**src/rtl/slot_game_pkg.sv**
```systemverilog
// Shared constants for the slot/code-lock game core: FSM state codes,
// default display words and the win counter width.
package slot_game_pkg;

    // FSM state encoding kept as plain constants so legacy code can decode it.
    localparam logic [2:0] ST_IDLE   = 3'd0;
    localparam logic [2:0] ST_SPIN   = 3'd1;
    localparam logic [2:0] ST_CHECK  = 3'd2;
    localparam logic [2:0] ST_WIN    = 3'd3;
    localparam logic [2:0] ST_LOSE   = 3'd4;
    localparam logic [2:0] ST_LOCKED = 3'd5;

    // Display words for the default 4-reel, 4-bit-digit board ("bEd" / "LOSE").
    localparam logic [15:0] WIN_WORD_DEFAULT  = 16'h0BED;
    localparam logic [15:0] LOSE_WORD_DEFAULT = 16'h105E;

    localparam int WIN_COUNT_W = 8;

endpackage

```
**src/rtl/reel_counter.sv**
```systemverilog
// One reel: a wrapping digit counter that advances on its strobe unless held.
module reel_counter #(
    parameter int DIGIT_W = 4
) (
    input  logic               clk,
    input  logic               clr,
    input  logic               en,
    input  logic               hold,
    output logic [DIGIT_W-1:0] value
);

    // Synchronous clear wins over counting; hold freezes the current digit.
    always_ff @(posedge clk) begin
        // NOTE: sequential state is updated with non-blocking assignments so every
        // flop samples pre-edge values, regardless of statement or block order.
        if (clr) begin
            value <= '0;
        end else if (en && !hold) begin
            value <= value + 1'b1;
        end
    end

endmodule

```
**src/rtl/slot_reel_game.sv**
```systemverilog
// N-reel slot/code-lock game core: reel prescaler, in-order stop pointer,
// code compare, tries/lockout tracking and the display word mux.
module slot_reel_game
    import slot_game_pkg::*;
#(
    parameter int N_REELS   = 4,
    parameter int DIGIT_W   = 4,
    parameter int STROBE_W  = 23,
    parameter int MAX_TRIES = 3,
    parameter logic [N_REELS*DIGIT_W-1:0] WIN_WORD  = WIN_WORD_DEFAULT,
    parameter logic [N_REELS*DIGIT_W-1:0] LOSE_WORD = LOSE_WORD_DEFAULT,
    localparam int WORD_W  = N_REELS*DIGIT_W,
    localparam int TRIES_W = $clog2(MAX_TRIES+1)
) (
    input  logic                   clk,
    input  logic                   reset_n,
    input  logic                   start,
    input  logic                   stop,
    input  logic [WORD_W-1:0]      code,
    output logic [WORD_W-1:0]      reels,
    output logic [N_REELS-1:0]     stopped,
    output logic [WORD_W-1:0]      display,
    output logic                   win,
    output logic                   lose,
    output logic                   locked,
    output logic [TRIES_W-1:0]     tries_left,
    output logic [WIN_COUNT_W-1:0] win_count
);

    localparam int PRE_W = STROBE_W + N_REELS;

    logic [2:0]         state;
    logic [2:0]         state_next;
    logic [PRE_W-1:0]   prescaler;
    logic [N_REELS-1:0] strobe;
    logic [N_REELS-1:0] stop_hit;
    logic               spinning;
    logic               start_round;
    logic               code_match;
    logic               pre_msb_unused;

    assign spinning    = (state == ST_SPIN);
    assign start_round = start && (state == ST_IDLE || state == ST_WIN || state == ST_LOSE);
    assign code_match  = (reels == code);

    // The prescaler MSB only sets the wrap period; no reel strobe decodes it.
    assign pre_msb_unused = prescaler[PRE_W-1];

    // Stop pointer: one-hot of the lowest reel not yet stopped, only while spinning.
    always_comb begin
        // NOTE: every always_comb output gets a default first so no path can
        // leave it unassigned and infer a latch.
        stop_hit = '0;
        if (spinning && stop) begin
            stop_hit = ~stopped & (stopped + 1'b1);
        end
    end

    // Reel i strobes when the low STROBE_W+i prescaler bits are all ones.
    for (genvar i = 0; i < N_REELS; i++) begin : g_reel
        assign strobe[i] = spinning && (&prescaler[STROBE_W+i-1:0]);

        // A reel being stopped this cycle is held, so its frozen value is the pre-edge one.
        reel_counter #(
            .DIGIT_W (DIGIT_W)
        ) u_reel (
            .clk   (clk),
            .clr   (!reset_n),
            .en    (strobe[i]),
            .hold  (stopped[i] | stop_hit[i]),
            .value (reels[i*DIGIT_W +: DIGIT_W])
        );
    end

    // Next-state logic; start is only honoured in the idle/result states.
    always_comb begin
        state_next = state;
        case (state)
            ST_IDLE, ST_WIN, ST_LOSE: begin
                if (start) state_next = ST_SPIN;
            end
            ST_SPIN: begin
                if (&(stopped | stop_hit)) state_next = ST_CHECK;
            end
            ST_CHECK: begin
                if (code_match)                      state_next = ST_WIN;
                else if (tries_left == TRIES_W'(1))  state_next = ST_LOCKED;
                else                                 state_next = ST_LOSE;
            end
            ST_LOCKED: state_next = ST_LOCKED;
            default:   state_next = ST_IDLE;
        endcase
    end

    // Registered state, prescaler, stop flags, counters and status flags.
    always_ff @(posedge clk) begin
        if (!reset_n) begin
            state      <= ST_IDLE;
            prescaler  <= '0;
            stopped    <= '0;
            tries_left <= TRIES_W'(MAX_TRIES);
            win_count  <= '0;
            win        <= 1'b0;
            lose       <= 1'b0;
            locked     <= 1'b0;
        end else begin
            state  <= state_next;
            win    <= (state_next == ST_WIN);
            lose   <= (state_next == ST_LOSE) || (state_next == ST_LOCKED);
            locked <= (state_next == ST_LOCKED);

            if (start_round) begin
                prescaler <= '0;
                stopped   <= '0;
                if (state == ST_WIN) tries_left <= TRIES_W'(MAX_TRIES);
            end else if (spinning) begin
                prescaler <= prescaler + 1'b1;
                stopped   <= stopped | stop_hit;
            end

            if (state == ST_CHECK) begin
                if (code_match) begin
                    if (win_count != '1) win_count <= win_count + 1'b1;
                end else begin
                    tries_left <= tries_left - 1'b1;
                end
            end
        end
    end

    // Display word: live reels until a result is known, then the result word.
    always_comb begin
        display = reels;
        if (state == ST_WIN)                              display = WIN_WORD;
        else if (state == ST_LOSE || state == ST_LOCKED)  display = LOSE_WORD;
    end

endmodule

```
**config.mk**
```make
export PLATFORM = sky130hd
export DESIGN_NAME = slot_reel_game
export DESIGN_NICKNAME = d
export VERILOG_FILES = /design/src/rtl/slot_game_pkg.sv /design/src/rtl/reel_counter.sv /design/src/rtl/slot_reel_game.sv
export SDC_FILE = /design/constraint.sdc
export NUM_CORES = 1
export LEC_CHECK = 0
export ABC_AREA = 1
export CORE_MARGIN = 3
export CORE_UTILIZATION = 50
export DETAILED_ROUTE_END_ITERATION = 12
export GPL_TIMING_DRIVEN = 1
export PLACE_DENSITY = 0.85
export SLEW_MARGIN = 15
export SYNTH_ARGS = -nofsm -noshare
export SYNTH_HDL_FRONTEND = slang
export SYNTH_SLANG_ARGS = --single-unit
```
**constraint.sdc**
```tcl
create_clock -name clk -period 1.9 [get_ports clk]
set_input_delay 0.38 -clock clk [delete_from_list [all_inputs] [get_ports clk]]
set_output_delay 0.38 -clock clk [all_outputs]
set_load 0.005 [all_outputs]
```
==> results of run 1 <==
layout make-up:
type | instances | area (sq um)
fillers | 543 | 1970
flip-flops and latches | 62 | 1250
well taps | 96 | 120
multi-input cells | 398 | 2160
inverters | 87 | 329
repair buffers | 92 | 871
clock inverters | 3 | 90.1
clock buffers | 13 | 159
placed cells by master, fill, tap and decap left out, drive strengths merged:
master,count
a21oi,52
clkdlybuf4s50,52
dfxtp,62
xnor2,5
nor3b,2
buf,25
o211ai,1
dlygate4sd2,11
xor2,20
ha,7
and3,1
or2,3
nand3b,2
clkdlybuf4s15,1
nand4,13
bufinv,3
inv,87
clkbuf,16
o21bai,1
nor2,68
o21ai,14
nor3,12
nand3,41
nand2,156
layer usage:
layer,share of wire (%),up-vias
met1,37,1850
met2,52,165
li1,-,1941
met4,3.3,0
met3,7.0,36
met5,0,-
flip-flops by register name (all words and copies together) (netlist names):
name / count
prescaler: 26
g_reel.u_reel.value: 16
win_count: 8
stopped: 4
state: 3
tries_left: 2
locked: 1
lose: 1
win: 1
critical path: cells and delay by family (launching register included):
family / cells / cell delay, ps
flops: 1 / 340
buf+inv: 5 / 630
simple gates: 1 / 90
compound gates: 1 / 110
final timing paths:
| kind | startpoint | end | slack, ps | cells past startpoint |
|---|---|---|---|---|
| worst max-delay path | state[2]$_SDFF_PN0_ | display[7] | 0.3 | 7 |
| worst min-delay path | prescaler[24]$_SDFFE_PP0N_ | prescaler[24]$_SDFFE_PP0N_ | 490 | 1 |
| worst max register to register | state[1]$_SDFF_PN0_ | g_reel[0].u_reel.value[3]$_SDFFE_PN0P_ | 20 | 10 |
| worst min register to register | prescaler[24]$_SDFFE_PP0N_ | prescaler[24]$_SDFFE_PP0N_ | 490 | 1 |
cell families (layout without fill, tap and decap cells):
logic type	Yosys count	count (layout)	share of synthesized area, %
flops	62	62	33.8
buf+inv	95	195	9.96
simple gates	298	298	38.3
compound gates	68	68	9.52
xor+xnor	25	25	5.97
fa+ha+maj	7	7	2.39
what timing repair did:
item,CTS,global route
gates resized for setup,37,29
pin swaps,1,3
buffers inserted,4,2
setup endpoints to repair,17,27
metrics by stage:
step | area, sq um | cells | hold WS [ps] | total power, mW
6_report | 4980 | 751 | 493 | 2.96
3_3_place_gp | 4590 | 729 | 456 | 1.52
5_1_grt | 4980 | 751 | 506 | 3.04
3_5_place_dp | 4590 | 729 | 473 | 1.52
4_1_cts | 4890 | 749 | 484 | 2.96
2_1_floorplan | 3670 | 555 | 443 | 1.43
power groups by stage:
stage          clock network [mW]  registers (mW)  logic [mW]
2_1_floorplan                   0            1.34      0.0961
3_3_place_gp                    0            1.34       0.178
3_5_place_dp                    0            1.34       0.184
4_1_cts                      1.47            1.31       0.187
5_1_grt                      1.52            1.31       0.211
6_report                     1.46            1.31       0.191
==> run summary, run 1 <==
Outcome: finished, final reports clean
Syn Nets: 582
Top FF cell, synth: dfxtp_1
Antenna Cells: 0
Post-route ant nets: 0
DR pass1 iterations: 5
Final Hold Fails: 0
Internal: 2.33 mW
Top post-synthesis cells by area: dfxtp_1 (34%), nand2_1 (15%), inv_1 (8.5%), a21oi_1 (7.1%), nor2_1 (5.6%)
Met3 usage: 6.32%
Root Driver: clkbuf_8
Clock Tree Buf Depth: 2
Yosys warnings: 0
Initial antenna violation count: 0
PwrDens: 594 mW/mm^2
Crit-path slowest cell: dfxtp_2
Fin crit share: 100%
1st-iter DRT viols: 282
GR Util met2: 45.1%
Dominant cell type by area after synthesis: dfxtp_1
CTS H-tree depth: 3
Worst-path cell chain: inv_4, nand3_2, buf_6, buf_6, buf_4, a21oi_2, buf_2
Layout area overhead: 35.8%
Max-slew violation count: 0
Seq pwr share: 44.3%
Worst slack at placement: -131 ps
Clock-pin slew on the worst setup and hold paths: 70 ps
CTS tree: yes
Pleak: 2.20 nW
Cts bufs inserted: 9
FP Rows: 30
Grt met1 use: 27.2%
Detailed-route via count: 3992
Grt peak-use layer: met2
Worst Tran Pin Value: 605 ps
Skew-Pair Late Insertion Delay: 340 ps
RSZ-0062 raised after global routing: yes
Final WS setup: 0.317 ps
Gate power share: 6.5%
CP peak stage delay: 340 ps
Post-synth EDFFs: 0
Async set or reset register ratio after synthesis: 0%
Detailed Place HPWL: 7130 um
Class of the worst hold path: reg2reg
Highest net fanout along the worst path: 5
Final min period: 1900 ps
Largest net degree at the start of global routing: 25
Layout cells sized above 1: 15.3%
Peak Freq: 526 MHz
Setup_tns: 0 ps
GRT overflow: 0
Synth Instances: 555
Switching portion of total power: 21.1%
Worst Path Arrival: 1520 ps
Post-CTS Hold Buffers: 0
Fin Clk Skew: 10.4 ps
CP dominant cell by count: buf_6
Final wirelength: 10500 um
Die ar.: 0.00840 sq mm
Crit. End Element: primary output
Vias in the first global route: 3801
Share of the synthesized area in the top cell type: 33.8%
Crit Path Category: reg2out
Core Footprint: 0.00694 sq mm
Vias per inst: 5.32
Routed WL per cell: 14.0 um
Clock Power Share: 49.3%
WP data required: 1520 ps
Synth cell types: 34
Count leader, synth: nand2_1
Num ports: 69
Final setup vio count: 0
Initial Util: 52.8%
Final Core Density: 71.7%
Mapped Area: 0.00367 sq mm
Switching power: 0.624 mW
Nets: 677
Synth cell count leaders: nand2_1 (148), inv_1 (83), dfxtp_1 (62), nor2_1 (55), a21oi_1 (52)
First-pass GRT wire length: 17000 um
Die W: 91.6 um
Worst VDD drop: 0.408 mV
Maxcap violations: 0
Routability congestion estimate: 0.936
Syn Area/Cell: 6.61 sq um
CTS Sinks: 62
Die Y: 91.6 um
GRT Resource Usage Total: 24.9%
DRC: 0
Number of synthesized register bits: 62
Buffers on Ports: 68
Sequential share of the synthesized area: 33.8%
Rel. slew slack: 59.4%
Startpoint types: flop
No activity file was read; power rests on OpenSTA's default activity.
==> run 2: changes to the inputs <==
Settings changed: ABC_AREA 1 to not set, PLACE_DENSITY 0.85 to 0.87.
==> run summary, run 2 <==
Highest net fanout along the worst path: 7 (was 5)
Number of synthesized register bits: 62 (unchanged)
Largest net degree at the start of global routing: 21 (was 25)
Nets: 540 (was 677)
Root Driver: clkbuf_8 (unchanged)
Routed WL per cell: 18.5 um (was 14.0 um)
Core Footprint: 0.00606 sq mm (was 0.00694 sq mm)
Final Hold Fails: 0 (unchanged)
Async set or reset register ratio after synthesis: 0% (unchanged)
Post-CTS Hold Buffers: 0 (unchanged)
Initial antenna violation count: 0 (unchanged)
First-pass GRT wire length: 16000 um (was 17000 um)
Top post-synthesis cells by area: dfxtp_1 (39%), xnor2_1 (7.4%), nor2_1 (6.4%), xor2_1 (5.8%), nand2_1 (4.6%) (was dfxtp_1 (34%), nand2_1 (15%), inv_1 (8.5%), a21oi_1 (7.1%), nor2_1 (5.6%))
Pleak: 1.99 nW (was 2.20 nW)
Largest register by flop count: prescaler (unchanged)
Die W: 85.9 um (was 91.6 um)
Outcome: finished, violations left (was finished, final reports clean)
Clock-pin slew on the worst setup and hold paths: 70 ps (about the same)
Top Registers: prescaler x26, g_reel.u_reel.value x16, win_count x8 (unchanged)
Vias in the first global route: 3510 (was 3801)
DRC: 0 (unchanged)
Most frequent cells in the layout: dfxtp_1 (57), buf_4 (56), nor2_1 (53), clkdlybuf4s50_1 (43), nand2_1 (37) (was nand2_1 (144), inv_1 (80), dfxtp_1 (58), clkdlybuf4s50_1 (52), nor2_1 (51))
Sequential share of the synthesized area: 38.9% (was 33.8%)
Adder-Cell Fraction of Synth Area: 3.06% (was 2.39%)
Filler instances: 359 (was 543)
Num ports: 69 (unchanged)
Buffers on Ports: 68 (unchanged)
RSZ-0062 raised after global routing: yes (unchanged)
Class of the worst hold path: reg2reg (unchanged)
1st-iter DRT viols: 270 (was 282)
Mapped Area: 0.00319 sq mm (was 0.00367 sq mm)
Placed instance area: 0.00435 sq mm (was 0.00459 sq mm)
Worst Path Arrival: 2450 ps (was 1520 ps)
Synth cell types: 47 (was 34)
Maxcap violations: 0 (unchanged)
Antenna Cells: 0 (unchanged)
Post-synth EDFFs: 0 (unchanged)
Top FF cell, synth: dfxtp_1 (unchanged)
Die Y: 85.9 um (was 91.6 um)
Mux contribution to synthesized area: 2.51% (was 0%)
GRT overflow: 0 (unchanged)
Final Cell Area: 0.00487 sq mm (was 0.00498 sq mm)
Detailed-route via count: 3471 (was 3992)
Crit. End Element: flop (was primary output)
Final WS setup: -269 ps (was 0.317 ps)
XOR/XNOR share of the synthesized area: 13.2% (was 5.97%)
WP data required: 2180 ps (was 1520 ps)
Final min period: 2170 ps (was 1900 ps)
Clock Tree Buf Depth: 2 (unchanged)
Complex-gate fraction of the synthesized area: 8.43% (was 9.52%)
Syn Area/Cell: 8.44 sq um (was 6.61 sq um)
CTS H-tree depth: 3 (unchanged)
Yosys warnings: 0 (unchanged)
Vias per inst: 5.85 (was 5.32)
Final wirelength: 10900 um (was 10500 um)
Failing checks: negative setup slack
Fin Clk Skew: 10.9 ps (was 10.4 ps)
Layout cells sized above 1: 28.2% (was 15.3%)
Count leader, synth: dfxtp_1 (was nand2_1)
Met3 usage: 4.32% (was 6.32%)
GR Util met2: 48.1% (was 45.1%)
Share of the synthesized area in the top cell type: 38.9% (was 33.8%)
Final setup vio count: 17 (was 0)
Synth cell count leaders: dfxtp_1 (62), nor2_1 (54), nand2_1 (39), xnor2_1 (27), xor2_1 (21) (was nand2_1 (148), inv_1 (83), dfxtp_1 (62), nor2_1 (55), a21oi_1 (52))
Overall power: 2.62 mW (was 2.96 mW)
Rel. slew slack: 70.0% (was 59.4%)
Initial Util: 52.7% (was 52.8%)
Worst slack at placement: -525 ps (was -131 ps)
Dominant cell type by area after synthesis: dfxtp_1 (unchanged)
Synth Instances: 378 (was 555)
Worst VDD drop: 0.509 mV (was 0.408 mV)
GRT Resource Usage Total: 27.2% (was 24.9%)
Grt met1 use: 30.9% (was 27.2%)
Startpoint types: flop (unchanged)
Skew-Pair Late Insertion Delay: 350 ps (was 340 ps)
Post-Synth Simple-Gate Area: 30.2% (was 38.3%)
Die ar.: 0.00738 sq mm (was 0.00840 sq mm)
Syn Nets: 405 (was 582)
PwrDens: 538 mW/mm^2 (was 594 mW/mm^2)
Hold_ws: 513 ps (was 493 ps)
DR pass1 iterations: 5 (unchanged)
CTS tree: yes (unchanged)
Peak Freq: 461 MHz (was 526 MHz)
Worst Tran Pin Value: 446 ps (was 605 ps)
Layout area overhead: 52.7% (was 35.8%)
Largest family of logic cells by synthesized area: simple AND/OR/NAND/NOR gates (unchanged)
Cts bufs inserted: 9 (unchanged)
Max reg flops: 26 (unchanged)
Detailed Place HPWL: 6730 um (was 7130 um)
Routability congestion estimate: 0.864 (was 0.936)
Crit Path Category: reg2reg (was reg2out)
Post-route ant nets: 0 (unchanged)
Max-slew violation count: 0 (unchanged)
Fin crit share: 114% (was 100%)
CTS Sinks: 62 (unchanged)
FP Rows: 28 (was 30)
Most common cell after layout, fill and taps aside: dfxtp_1 (was nand2_1)
Grt peak-use layer: met2 (unchanged)
run 2: worst paths after layout:
check	start	to	slack (ps)	depth (start not counted)
max	g_reel[1].u_reel.value[2]$_SDFFE_PN0P_	win_count[3]$_SDFFE_PN0P_	-270	7
min	win_count[1]$_SDFFE_PN0P_	win_count[1]$_SDFFE_PN0P_	510	2
max reg2reg	g_reel[1].u_reel.value[2]$_SDFFE_PN0P_	win_count[3]$_SDFFE_PN0P_	-270	7
min reg2reg	win_count[1]$_SDFFE_PN0P_	win_count[1]$_SDFFE_PN0P_	510	2
run 2: cell families (layout without fill, tap and decap cells):
group / Yosys count / in the layout
compound gates: 43 / 43
buf+inv: 29 / 169
flops: 62 / 62
simple gates: 180 / 180
fa+ha+maj: 8 / 8
mux: 8 / 8
xor+xnor: 48 / 48
run 2: per-stage QoR:
| stage | std cells | util [%] | TNS, ps |
|---|---|---|---|
| 2_1_floorplan | 378 | - | 0 |
| 3_3_place_gp | 566 | 71.7 | -6250 |
| 3_5_place_dp | 566 | 71.7 | -8570 |
| 4_1_cts | 589 | 77.1 | -371 |
| 5_1_grt | 593 | 80.4 | -4970 |
| 6_report | 593 | 80.4 | -2920 |
run 2: what timing repair did:
| item | 4_1_cts | 5_1_grt |
|---|---|---|
| buffers inserted | 5 | 4 |
| resized for setup | 53 | 55 |
| setup endpoints to repair | 31 | 37 |
| pin swaps | 11 | 19 |
| cloned | 2 | 0 |
run 2: final cells by class:
type	count	area [sq um]	area share, %
Clock buffer	9	124	2.54
Clock inverter	7	65.1	1.34
Inverter	15	56.3	1.16
Multi-Input combinational cell	287	2050	42.2
Sequential cell	62	1250	25.6
Tap cell	75	93.8	1.93
Timing Repair Buffer	138	1230	25.2
run 2: power breakdown:
part,switching (mW),internal (mW)
clock network,0.564,0.596
registers,0.00444,1.30
logic,0.0831,0.0722
run 2: worst max-delay path: stages, from the launching register on:
cell	delay, ps
dfxtp_1	450
xor2_1	180
nor4_2	440
buf_4	210
nand4_1	160
buf_6	190
or3_1	360
a21oi_2	110
run 2: per-layer routing:
layer	part of all wire [%]	vias up
li1	-	1585
met1	38	1665
met2	51	168
met3	6.1	53
met4	4.8	0
met5	0	-
